File: src/rtl/reorder_buffer_if.sv
// Issue / writeback / query / commit bundle between the core and the reorder buffer.
// master = core side, slave = reorder buffer.
interface reorder_buffer_if #(
  parameter int ROB_WIDTH = 4,
  parameter int REG_WIDTH = 5
);
  logic                 issueFlag;
  logic [REG_WIDTH-1:0] issueReg;
  logic                 issueBranch;
  logic [ROB_WIDTH-1:0] issueROB;
  logic                 full;

  logic                 wbFlag;
  logic [ROB_WIDTH-1:0] wbROB;
  logic [31:0]          wbData;
  logic                 wbMispredict;
  logic [31:0]          wbTarget;

  logic [ROB_WIDTH-1:0] qry1ROB, qry2ROB;
  logic                 qry1Ready, qry2Ready;
  logic [31:0]          qry1Data, qry2Data;

  logic                 writeFlag;
  logic [ROB_WIDTH-1:0] writeSrc;
  logic [REG_WIDTH-1:0] writeReg;
  logic [31:0]          writeData;
  logic                 clrOut;
  logic [31:0]          clrPC;

  modport master (
    output issueFlag, issueReg, issueBranch,
    input  issueROB, full,
    output wbFlag, wbROB, wbData, wbMispredict, wbTarget,
    output qry1ROB, qry2ROB,
    input  qry1Ready, qry2Ready, qry1Data, qry2Data,
    input  writeFlag, writeSrc, writeReg, writeData, clrOut, clrPC
  );

  modport slave (
    input  issueFlag, issueReg, issueBranch,
    output issueROB, full,
    input  wbFlag, wbROB, wbData, wbMispredict, wbTarget,
    input  qry1ROB, qry2ROB,
    output qry1Ready, qry2Ready, qry1Data, qry2Data,
    output writeFlag, writeSrc, writeReg, writeData, clrOut, clrPC
  );
endinterface

File: src/rtl/reorder_buffer.sv
// Circular in-order retirement queue: tags issues, collects out-of-order results,
// bypasses operand queries, retires one entry per cycle and flushes on mispredict.
module reorder_buffer #(
  parameter int ROB_WIDTH = 4,
  parameter int REG_WIDTH = 5
) (
  input logic             clkIn,
  input logic             rstIn,
  input logic             rdyIn,
  reorder_buffer_if.slave rob
);
  localparam int DEPTH = 1 << ROB_WIDTH;

  typedef logic [ROB_WIDTH-1:0] tag_t;

  typedef struct packed {
    logic                 busy;
    logic                 ready;
    logic                 is_br;
    logic                 mispred;
    logic [REG_WIDTH-1:0] rd;
    logic [31:0]          data;
    logic [31:0]          target;
  } entry_t;

  entry_t               ent [DEPTH];
  tag_t                 head, tail;
  logic [ROB_WIDTH:0]   count;

  logic                 write_flag, clr;
  tag_t                 write_src;
  logic [REG_WIDTH-1:0] write_reg;
  logic [31:0]          write_data, clr_pc;

  entry_t head_ent;
  logic   retire, flush, do_issue, do_wb;
  logic   byp1, byp2;

  assign head_ent = ent[head];
  assign retire   = head_ent.busy && head_ent.ready;
  assign flush    = retire && head_ent.is_br && head_ent.mispred;
  // count never exceeds DEPTH, so its MSB alone marks a full queue
  assign rob.full     = count[ROB_WIDTH];
  assign rob.issueROB = tail;
  assign do_issue = rob.issueFlag && !count[ROB_WIDTH];
  assign do_wb    = rob.wbFlag && ent[rob.wbROB].busy;

  assign byp1 = rob.wbFlag && (rob.wbROB == rob.qry1ROB);
  assign byp2 = rob.wbFlag && (rob.wbROB == rob.qry2ROB);
  assign rob.qry1Ready = ent[rob.qry1ROB].ready || byp1;
  assign rob.qry2Ready = ent[rob.qry2ROB].ready || byp2;
  assign rob.qry1Data  = byp1 ? rob.wbData : ent[rob.qry1ROB].data;
  assign rob.qry2Data  = byp2 ? rob.wbData : ent[rob.qry2ROB].data;

  assign rob.writeFlag = write_flag;
  assign rob.writeSrc  = write_src;
  assign rob.writeReg  = write_reg;
  assign rob.writeData = write_data;
  assign rob.clrOut    = clr;
  assign rob.clrPC     = clr_pc;

  always_ff @(posedge clkIn or negedge rstIn) begin
    if (!rstIn) begin
      head       <= '0;
      tail       <= '0;
      count      <= '0;
      for (int i = 0; i < DEPTH; i++) ent[i] <= '0;
      write_flag <= 1'b0;
      write_src  <= '0;
      write_reg  <= '0;
      write_data <= '0;
      clr        <= 1'b0;
      clr_pc     <= '0;
    end else if (rdyIn) begin
      write_flag <= retire && (head_ent.rd != '0);
      write_src  <= head;
      write_reg  <= head_ent.rd;
      write_data <= head_ent.data;
      clr        <= flush;
      if (flush) clr_pc <= head_ent.target;

      if (flush) begin
        // same-edge issue and writeback are younger than the branch: dropped
        for (int i = 0; i < DEPTH; i++) begin
          ent[i].busy  <= 1'b0;
          ent[i].ready <= 1'b0;
        end
        head  <= '0;
        tail  <= '0;
        count <= '0;
      end else begin
        if (do_wb) begin
          ent[rob.wbROB].ready   <= 1'b1;
          ent[rob.wbROB].data    <= rob.wbData;
          ent[rob.wbROB].mispred <= rob.wbMispredict;
          ent[rob.wbROB].target  <= rob.wbTarget;
        end
        if (retire) begin
          ent[head].busy <= 1'b0;
          head           <= head + 1'b1;
        end
        if (do_issue) begin
          ent[tail].busy    <= 1'b1;
          ent[tail].ready   <= 1'b0;
          ent[tail].rd      <= rob.issueReg;
          ent[tail].is_br   <= rob.issueBranch;
          ent[tail].mispred <= 1'b0;
          tail              <= tail + 1'b1;
        end
        count <= count + (ROB_WIDTH+1)'(do_issue) - (ROB_WIDTH+1)'(retire);
      end
    end
  end
endmodule

File: src/flat_wrapper.sv
// flat-port wrapper written by rule: the top's interface ports become plain ports
module reorder_buffer_flat 
#(
  parameter int ROB_WIDTH = 4,
  parameter int REG_WIDTH = 5
)
  (clkIn, rstIn, rdyIn, rob_issueFlag, rob_issueReg, rob_issueBranch, rob_issueROB, rob_full, rob_wbFlag, rob_wbROB, rob_wbData, rob_wbMispredict, rob_wbTarget, rob_qry1ROB, rob_qry2ROB, rob_qry1Ready, rob_qry2Ready, rob_qry1Data, rob_qry2Data, rob_writeFlag, rob_writeSrc, rob_writeReg, rob_writeData, rob_clrOut, rob_clrPC);
  reorder_buffer_if #(.ROB_WIDTH(ROB_WIDTH), .REG_WIDTH(REG_WIDTH)) rob_i ();
  input logic clkIn;
  input logic rstIn;
  input logic rdyIn;
  input wire logic [$bits(rob_i.issueFlag)-1:0] rob_issueFlag;
  input wire logic [$bits(rob_i.issueReg)-1:0] rob_issueReg;
  input wire logic [$bits(rob_i.issueBranch)-1:0] rob_issueBranch;
  output wire logic [$bits(rob_i.issueROB)-1:0] rob_issueROB;
  output wire logic [$bits(rob_i.full)-1:0] rob_full;
  input wire logic [$bits(rob_i.wbFlag)-1:0] rob_wbFlag;
  input wire logic [$bits(rob_i.wbROB)-1:0] rob_wbROB;
  input wire logic [$bits(rob_i.wbData)-1:0] rob_wbData;
  input wire logic [$bits(rob_i.wbMispredict)-1:0] rob_wbMispredict;
  input wire logic [$bits(rob_i.wbTarget)-1:0] rob_wbTarget;
  input wire logic [$bits(rob_i.qry1ROB)-1:0] rob_qry1ROB;
  input wire logic [$bits(rob_i.qry2ROB)-1:0] rob_qry2ROB;
  output wire logic [$bits(rob_i.qry1Ready)-1:0] rob_qry1Ready;
  output wire logic [$bits(rob_i.qry2Ready)-1:0] rob_qry2Ready;
  output wire logic [$bits(rob_i.qry1Data)-1:0] rob_qry1Data;
  output wire logic [$bits(rob_i.qry2Data)-1:0] rob_qry2Data;
  output wire logic [$bits(rob_i.writeFlag)-1:0] rob_writeFlag;
  output wire logic [$bits(rob_i.writeSrc)-1:0] rob_writeSrc;
  output wire logic [$bits(rob_i.writeReg)-1:0] rob_writeReg;
  output wire logic [$bits(rob_i.writeData)-1:0] rob_writeData;
  output wire logic [$bits(rob_i.clrOut)-1:0] rob_clrOut;
  output wire logic [$bits(rob_i.clrPC)-1:0] rob_clrPC;
  assign rob_i.issueFlag = rob_issueFlag;
  assign rob_i.issueReg = rob_issueReg;
  assign rob_i.issueBranch = rob_issueBranch;
  assign rob_issueROB = rob_i.issueROB;
  assign rob_full = rob_i.full;
  assign rob_i.wbFlag = rob_wbFlag;
  assign rob_i.wbROB = rob_wbROB;
  assign rob_i.wbData = rob_wbData;
  assign rob_i.wbMispredict = rob_wbMispredict;
  assign rob_i.wbTarget = rob_wbTarget;
  assign rob_i.qry1ROB = rob_qry1ROB;
  assign rob_i.qry2ROB = rob_qry2ROB;
  assign rob_qry1Ready = rob_i.qry1Ready;
  assign rob_qry2Ready = rob_i.qry2Ready;
  assign rob_qry1Data = rob_i.qry1Data;
  assign rob_qry2Data = rob_i.qry2Data;
  assign rob_writeFlag = rob_i.writeFlag;
  assign rob_writeSrc = rob_i.writeSrc;
  assign rob_writeReg = rob_i.writeReg;
  assign rob_writeData = rob_i.writeData;
  assign rob_clrOut = rob_i.clrOut;
  assign rob_clrPC = rob_i.clrPC;
  reorder_buffer #(.ROB_WIDTH(ROB_WIDTH), .REG_WIDTH(REG_WIDTH)) u_core (.clkIn(clkIn), .rstIn(rstIn), .rdyIn(rdyIn), .rob(rob_i));
endmodule
File: config.mk
export PLATFORM = sky130hd
export DESIGN_NAME = reorder_buffer_flat
export DESIGN_NICKNAME = d
export VERILOG_FILES = /design/src/rtl/reorder_buffer_if.sv /design/src/rtl/reorder_buffer.sv /design/src/flat_wrapper.sv
export SDC_FILE = /design/constraint.sdc
export NUM_CORES = 2
export LEC_CHECK = 0
export CORE_MARGIN = 3
export CORE_UTILIZATION = 49
export DETAILED_ROUTE_END_ITERATION = 10
export PLACE_DENSITY_LB_ADDON = 0.2
export SLEW_MARGIN = 20
export SYNTH_ARGS = -nofsm -noshare
export SYNTH_HDL_FRONTEND = slang
export SYNTH_SLANG_ARGS = --single-unit
File: constraint.sdc
create_clock -name clkIn -period 3.9 [get_ports clkIn]
set_clock_uncertainty 0.2 [all_clocks]
set_input_delay 0.78 -clock clkIn [delete_from_list [all_inputs] [get_ports clkIn]]
set_output_delay 0.78 -clock clkIn [all_outputs]
set_load 0.01 [all_outputs]
* Yosys cells after proc, flatten, opt, wreduce, memory -nomap -nowiden
Index checks and enable logic that the tools add are counted.
** Storage, ports and cells
- Flip-flop bits (word level) :: 1256
- Latch bits :: 0
- Memory bits (writable) :: 0
- ROM bits :: 0
- Input port bits :: 88
- Output and inout bits :: 146
- Logic and storage cells :: 234
- Memories :: 0
** Cells by class
- Add/subtract/negate cells :: 4
- $mul :: 0
- Divide/modulo/power cells :: 0
- $lt $le $gt $ge :: 8
- Equal/unequal tests :: 2
- Shift operators :: 0
- Multiplexer cells :: 72
- Bitwise operators :: 6
- Reductions and logical operators :: 21
** Operators with widths (number)
- bitwise mux 1168 bit :: 10
- 2-to-1 mux 1168 bit :: 7
- demux 73 bit (select 4 bit) :: 10
- binary-select mux 73 bit (select 4 bit) :: 4
- 2-to-1 mux 73 bit :: 6
- 2-to-1 mux 72 bit :: 6
- 2-to-1 mux 70 bit :: 2
- 2-to-1 mux 32 bit :: 3
- 2-to-1 mux 71 bit :: 1
- 2-to-1 mux 69 bit :: 1
- 2-to-1 mux 64 bit :: 1
- 2-to-1 mux 2 bit :: 16
- >= comparator 5 bit, second input constant :: 5
- inverter 4 -> 5 bit :: 5
- 2-to-1 mux 4 bit :: 4
- less-than comparator 5 x 1 -> 1 bit, second input constant :: 3
- logical AND 1 bit :: 11
- adder 4 x 1 -> 4 bit, second input constant :: 2
- == test 4 bit :: 2
- AND reduction 2 bit :: 4
- adder 5 x 1 -> 5 bit :: 1
- 2-to-1 mux 5 bit :: 1
- nonzero test 5 bit :: 1
- subtractor 5 x 1 -> 5 bit :: 1
- 4 further kinds :: 6

* Depth between registers and ports, before layout
- Depth in word-level cells :: 23
- Gate-level depth with buffers :: 20
- Mapped depth without buffers :: 16

* Worst setup path before layout
No wires, ideal clock.
- Path kind :: input to output
- Start point :: in rob_qry2ROB[0]
- End point :: out rob_qry2Data[0]
- Arrival :: 3.181 ns
- Data required time :: 2.920 ns
- Path slack :: -0.261 ns
- Stages :: 6
- Buffers on the path :: 3
- Path through :: clkbuf_1 -> clkbuf_1 -> buf_1 -> mux4_2 -> mux4_2 -> mux2_2
** Between the ends
- Cells in the longest elaborated chain, start to end :: 5
- Elaborated cells on any way between the ends :: 7
- Classes of those cells :: 1 x eq/ne; 4 x mux; 1 x bitwise; 1 x reduce/logical
** RTL lines
- start: declaration :: RTL line flat_wrapper.sv:23 : input wire logic [$bits(rob_i.qry2ROB)-1:0] rob_qry2ROB;
- inverter 4 -> 5 bit (implied by the code) :: RTL line reorder_buffer.sv:53 : assign rob.qry2Data = byp2 ? rob.wbData : ent[rob.qry2ROB].data;
- binary-select mux 73 bit (select 4 bit) :: RTL line reorder_buffer.sv:53
- 2-to-1 mux 72 bit (2 in series)
- 2-to-1 mux 32 bit (*) :: RTL line reorder_buffer.sv:53
- end: declaration :: RTL line flat_wrapper.sv:27 : output wire logic [$bits(rob_i.qry2Data)-1:0] rob_qry2Data;
Mark *: on every way between the ends. The rest lies on a longest branch, timed or not. The select of a mux whose other input is x is not followed.

* Worst setup path in the final report
- Start point :: in rob_qry2ROB[0]
- End point :: out rob_qry2Ready
** Between the ends
- Cells in the longest elaborated chain, start to end :: 5
- Elaborated cells on any way between the ends :: 7
- Classes of those cells :: 1 x eq/ne; 3 x mux; 1 x bitwise; 2 x reduce/logical
** RTL lines
- inverter 4 -> 5 bit (implied by the code) :: RTL line reorder_buffer.sv:51 : assign rob.qry2Ready = ent[rob.qry2ROB].ready || byp2;
- binary-select mux 73 bit (select 4 bit) :: RTL line reorder_buffer.sv:51
- 2-to-1 mux 72 bit (implied by the code) (2 in series) :: RTL line reorder_buffer.sv:51
- logical OR 1 bit (*) :: RTL line reorder_buffer.sv:51
- end: declaration :: RTL line flat_wrapper.sv:25 : output wire logic [$bits(rob_i.qry2Ready)-1:0] rob_qry2Ready;
Marked as above.

==> run metrics <==
maximum resistive drop on vdd 0.529 mV; startpoint class of the critical path input port; largest area contributor in the netlist sky130_fd_sc_hd__dfrtp_1; areal power density over the cells roughly 550 mW/mm2; average wire per standard cell 29.8 um; DRC Markers 0; total leakage power 35.6 nW; minimum clock period after layout 3.88 ns; fraction of synthesis flops using an asynchronous set or reset pin 100%; data required time of the critical path 2.92 ns; register area 0.0315 mm2; antenna violations before repair 12; global-route wire length before repair 280 mm; synthesized cell area 0.0660 mm2; combinational cell fraction of total power 28.7%; leading cell types in the layout, fill and taps excluded sky130_fd_sc_hd__dfrtp_1, sky130_fd_sc_hd__mux2_2, sky130_fd_sc_hd__mux4_2, sky130_fd_sc_hd__buf_4, sky130_fd_sc_hd__clkdlybuf4s50_1; clk sink count approximately 1,300; worst hold path endpoint u_core.ent[141]; total grt overflow 0; Int Pwr 0.0293 W; Worst Path Buf+Inv 3; Slew headroom 31.6%; launch instance of the worst register-to-register path u_core.head[0]; fraction of synthesized cell area taken by the top area cell type 47.6%; count of endpoints failing setup in the final report 0; die boundary width 373 um; number of clock buffers inserted by TritonCTS ~140; cell depth of the worst min-delay path 1; clk root buf sky130_fd_sc_hd__clkbuf_16; CTS clock-pin slew for the worst setup and hold paths 0.06 ns; flip-flop cell with the highest count after synthesis sky130_fd_sc_hd__dfrtp_1; Die ar. 0.139 mm2; maximum number of pins on one net before global-route repair 134; gpl congestion 0.870; hold path startpoint u_core.ent[141]; drt first pass iters 8; post-synthesis area per instance 16.5 um2; slowest stage cell on the critical path sky130_fd_sc_hd__mux4_2; share of the core filled with cells in the final layout 57.9%; maximum fanout encountered on the critical timing path 15; number of buffers on the longest clock path 3; relative contribution of the clock network to total power between 30% and 40%; via count of the first global-routing pass 41,489; NetSw around 0.013 W; CP endpoint kind output pin; switching share of power 30.6%; sequential area share after synthesis 47.6%; initial cell density of the core 49.4%; ordered cell list for the critical path buf_16, buf_12, mux4_2, mux4_2, or2_2, dlygate4sd2_1; core footprint 0.134 mm2; number of antenna-violating nets in the routed design 0; fraction of final layout cells sized beyond drive strength 1 57.6%; HPWL after detailed placement 112 mm; post-synthesis sequential element count around 1,300; final-report hold violation count 0; H-tree depth 4; number of synthesized flops with an enable pin 0; final count of pins violating max slew 0; flop2flop setup slack 0.19 ns; Post-DP Area 0.0722 mm2; clock latency at the later pin of the worst-skew pair 0.79 ns; final-layout worst hold slack 0.288 ns; detailed-route wire length between 150 and 200 mm; Worst-Margin Slew 1.03 ns; area growth from synthesis to layout 17.2%; die extent in y 373 um; part of the power in registers 40.0%; cell type group with the largest total delay on the critical path multiplexers; data arrival time of the worst path 2.90 ns; slowest stage delay, CP a little under 0.6 ns; post-synthesis cell type count 59; R2R Path End u_core.count[4]; number of max-cap violations 0; commonest non-fill, non-tap cell in the layout sky130_fd_sc_hd__dfrtp_1; initial drt markers between 3,000 and 4,000; overall via count from detail_route 39,899; ratio of final minimum period to clock period 99.4%; clock tree from TritonCTS done; design area between 0.07 and 0.08 mm2; maximum clock frequency about 0.26 GHz; R2R cell count 17; footprint of the multi-input gates 0.0327 mm2; most area-consuming cells after synthesis sky130_fd_sc_hd__dfrtp_1, sky130_fd_sc_hd__mux4_2, sky130_fd_sc_hd__mux2_2; Final nets 4,380; number of top-level pins 234; Port-buffer cells 233; GRT Overall Usage a little over a quarter; non-filler cells in the finished layout just over 6,000; number of cells after detailed placement 5,870; Hold Crit Class reg -> reg; critical path's most frequent cell sky130_fd_sc_hd__mux4_2; number of nets in the synthesized netlist around 4,100; outcome finished, final reports clean; sum of negative setup slack 0 ns; number of instances in the synthesized netlist about 4,000; row count between 100 and 150; Setup CP Type in -> out; RSZ-0062 raised after global routing true; average vias per placed instance about 6.5; Yosys Warn Count 0; layout filler cell count ~10,000
## how the worst max path moves through the flow
stage	from	endpoint	cells past startpoint
after CTS	rob_qry2ROB[0]	rob_qry2Data[23]	6
after global placement	rob_wbROB[1]	rob_qry2Data[22]	8
after floorplan	rob_qry2ROB[0]	rob_qry2Ready	6
after detailed placement	rob_wbROB[1]	rob_qry1Data[23]	7
after global routing	rob_qry2ROB[0]	rob_qry2Ready	6
final	rob_qry2ROB[0]	rob_qry2Ready	6
## state kept, by name (all words and copies together) (netlist names)
name and flops:
u_core.rob.clrPC 32, u_core.head 4, u_core.rob.writeSrc 4, u_core.rob.writeReg 5, u_core.rob.writeData 32, u_core.rob.clrOut 1
u_core.count 5, u_core.rob.issueROB 4, u_core.ent 1168, u_core.rob.writeFlag 1
## metal layers
layer | part of all wire (%) | up-vias | track usage, % | routed length [um]
met2 | 48 | 1426 | 42.1 | 87400
met5 | 0.0038 | - | 0 | 7
met1 | 43 | 21951 | 38.0 | 78700
li1 | - | 16191 | - | -
met4 | 3.0 | 2 | 8.16 | 5520
met3 | 6.5 | 329 | 5.11 | 11900
## cell usage after synthesis (3+ instances only)
master,n
sky130_fd_sc_hd__mux2_2,1147
sky130_fd_sc_hd__mux2_1,16
sky130_fd_sc_hd__nand2b_1,9
sky130_fd_sc_hd__nand4_1,5
sky130_fd_sc_hd__inv_1,44
sky130_fd_sc_hd__o21ai_1,15
sky130_fd_sc_hd__a21boi_0,15
sky130_fd_sc_hd__o21ai_0,33
sky130_fd_sc_hd__nor4_1,3
sky130_fd_sc_hd__nor2_1,33
sky130_fd_sc_hd__buf_1,60
sky130_fd_sc_hd__o31ai_1,11
sky130_fd_sc_hd__a21oi_2,4
sky130_fd_sc_hd__a21boi_1,7
sky130_fd_sc_hd__buf_2,54
sky130_fd_sc_hd__a21oi_1,5
sky130_fd_sc_hd__and3_1,3
sky130_fd_sc_hd__inv_2,3
sky130_fd_sc_hd__o22ai_1,5
sky130_fd_sc_hd__a31o_2,4
sky130_fd_sc_hd__buf_4,72
sky130_fd_sc_hd__nor2b_1,3
sky130_fd_sc_hd__clkbuf_1,188
sky130_fd_sc_hd__a22o_1,5
sky130_fd_sc_hd__xnor2_1,6
sky130_fd_sc_hd__ha_1,13
sky130_fd_sc_hd__nor3_1,10
sky130_fd_sc_hd__mux2_4,94
sky130_fd_sc_hd__nand3_1,17
sky130_fd_sc_hd__mux4_2,691
sky130_fd_sc_hd__nand2_1,43
sky130_fd_sc_hd__buf_6,18
sky130_fd_sc_hd__o211ai_2,6
sky130_fd_sc_hd__dfrtp_1,1256
sky130_fd_sc_hd__xor2_1,7
sky130_fd_sc_hd__o2111ai_1,3
sky130_fd_sc_hd__o211a_1,6
sky130_fd_sc_hd__a211oi_1,16
sky130_fd_sc_hd__o211ai_1,16
sky130_fd_sc_hd__a31oi_1,16
sky130_fd_sc_hd__nand3b_1,3
sky130_fd_sc_hd__o211ai_4,6
sky130_fd_sc_hd__or2_2,5
## layout make-up
class                   count  area share, %
well taps                1768           2.86
diodes                      5         0.0162
flip-flops and latches   1256           40.7
multi-input cells        2299           42.2
inverters                  48          0.236
clock buffers             190           5.08
repair buffers            532           8.06
clock inverters            61          0.817
## through the flow
step                      setup slack [ns]  power, W
final                               0.0226    0.0422
after global routing              -0.00560    0.0441
after CTS                           -0.135    0.0425
after detailed placement            -0.247    0.0292
after global placement              -0.264    0.0290
after floorplan                    0.00356    0.0251
## repair_timing
action                                  4_1_cts  5_1_grt
setup buffers                                11       13
hold endpoints to repair                     53        0
pin swaps                                     2        1
cloned                                        7        1
hold buffers                                  1        0
endpoints found under the setup margin       63       18
gates resized for setup                     104       17
## power by group through the flow
| stage | clock, W | combinational, W | sequential, W |
|---|---|---|---|
| final | 0.0132 | 0.0121 | 0.0169 |
| after global routing | 0.0140 | 0.0129 | 0.0172 |
| after global placement | 0 | 0.0120 | 0.0170 |
| after detailed placement | 0 | 0.0121 | 0.0171 |
| after floorplan | 0 | 0.00862 | 0.0165 |
| after CTS | 0.0135 | 0.0121 | 0.0169 |
## logic make-up after synthesis
| logic type | Yosys count | share of synthesized area [%] |
|---|---|---|
| DFF | 1256 | 47.6 |
| and+or+nand+nor | 140 | 1.01 |
| muxes | 1948 | 45.6 |
| xor gates and xnor gates | 13 | 0.173 |
| adders and majority gates | 14 | 0.277 |
| buffers and inverters | 441 | 3.24 |
| AOI/OAI and AO/OA | 184 | 2.10 |
No activity file was read; power rests on OpenSTA's default activity.
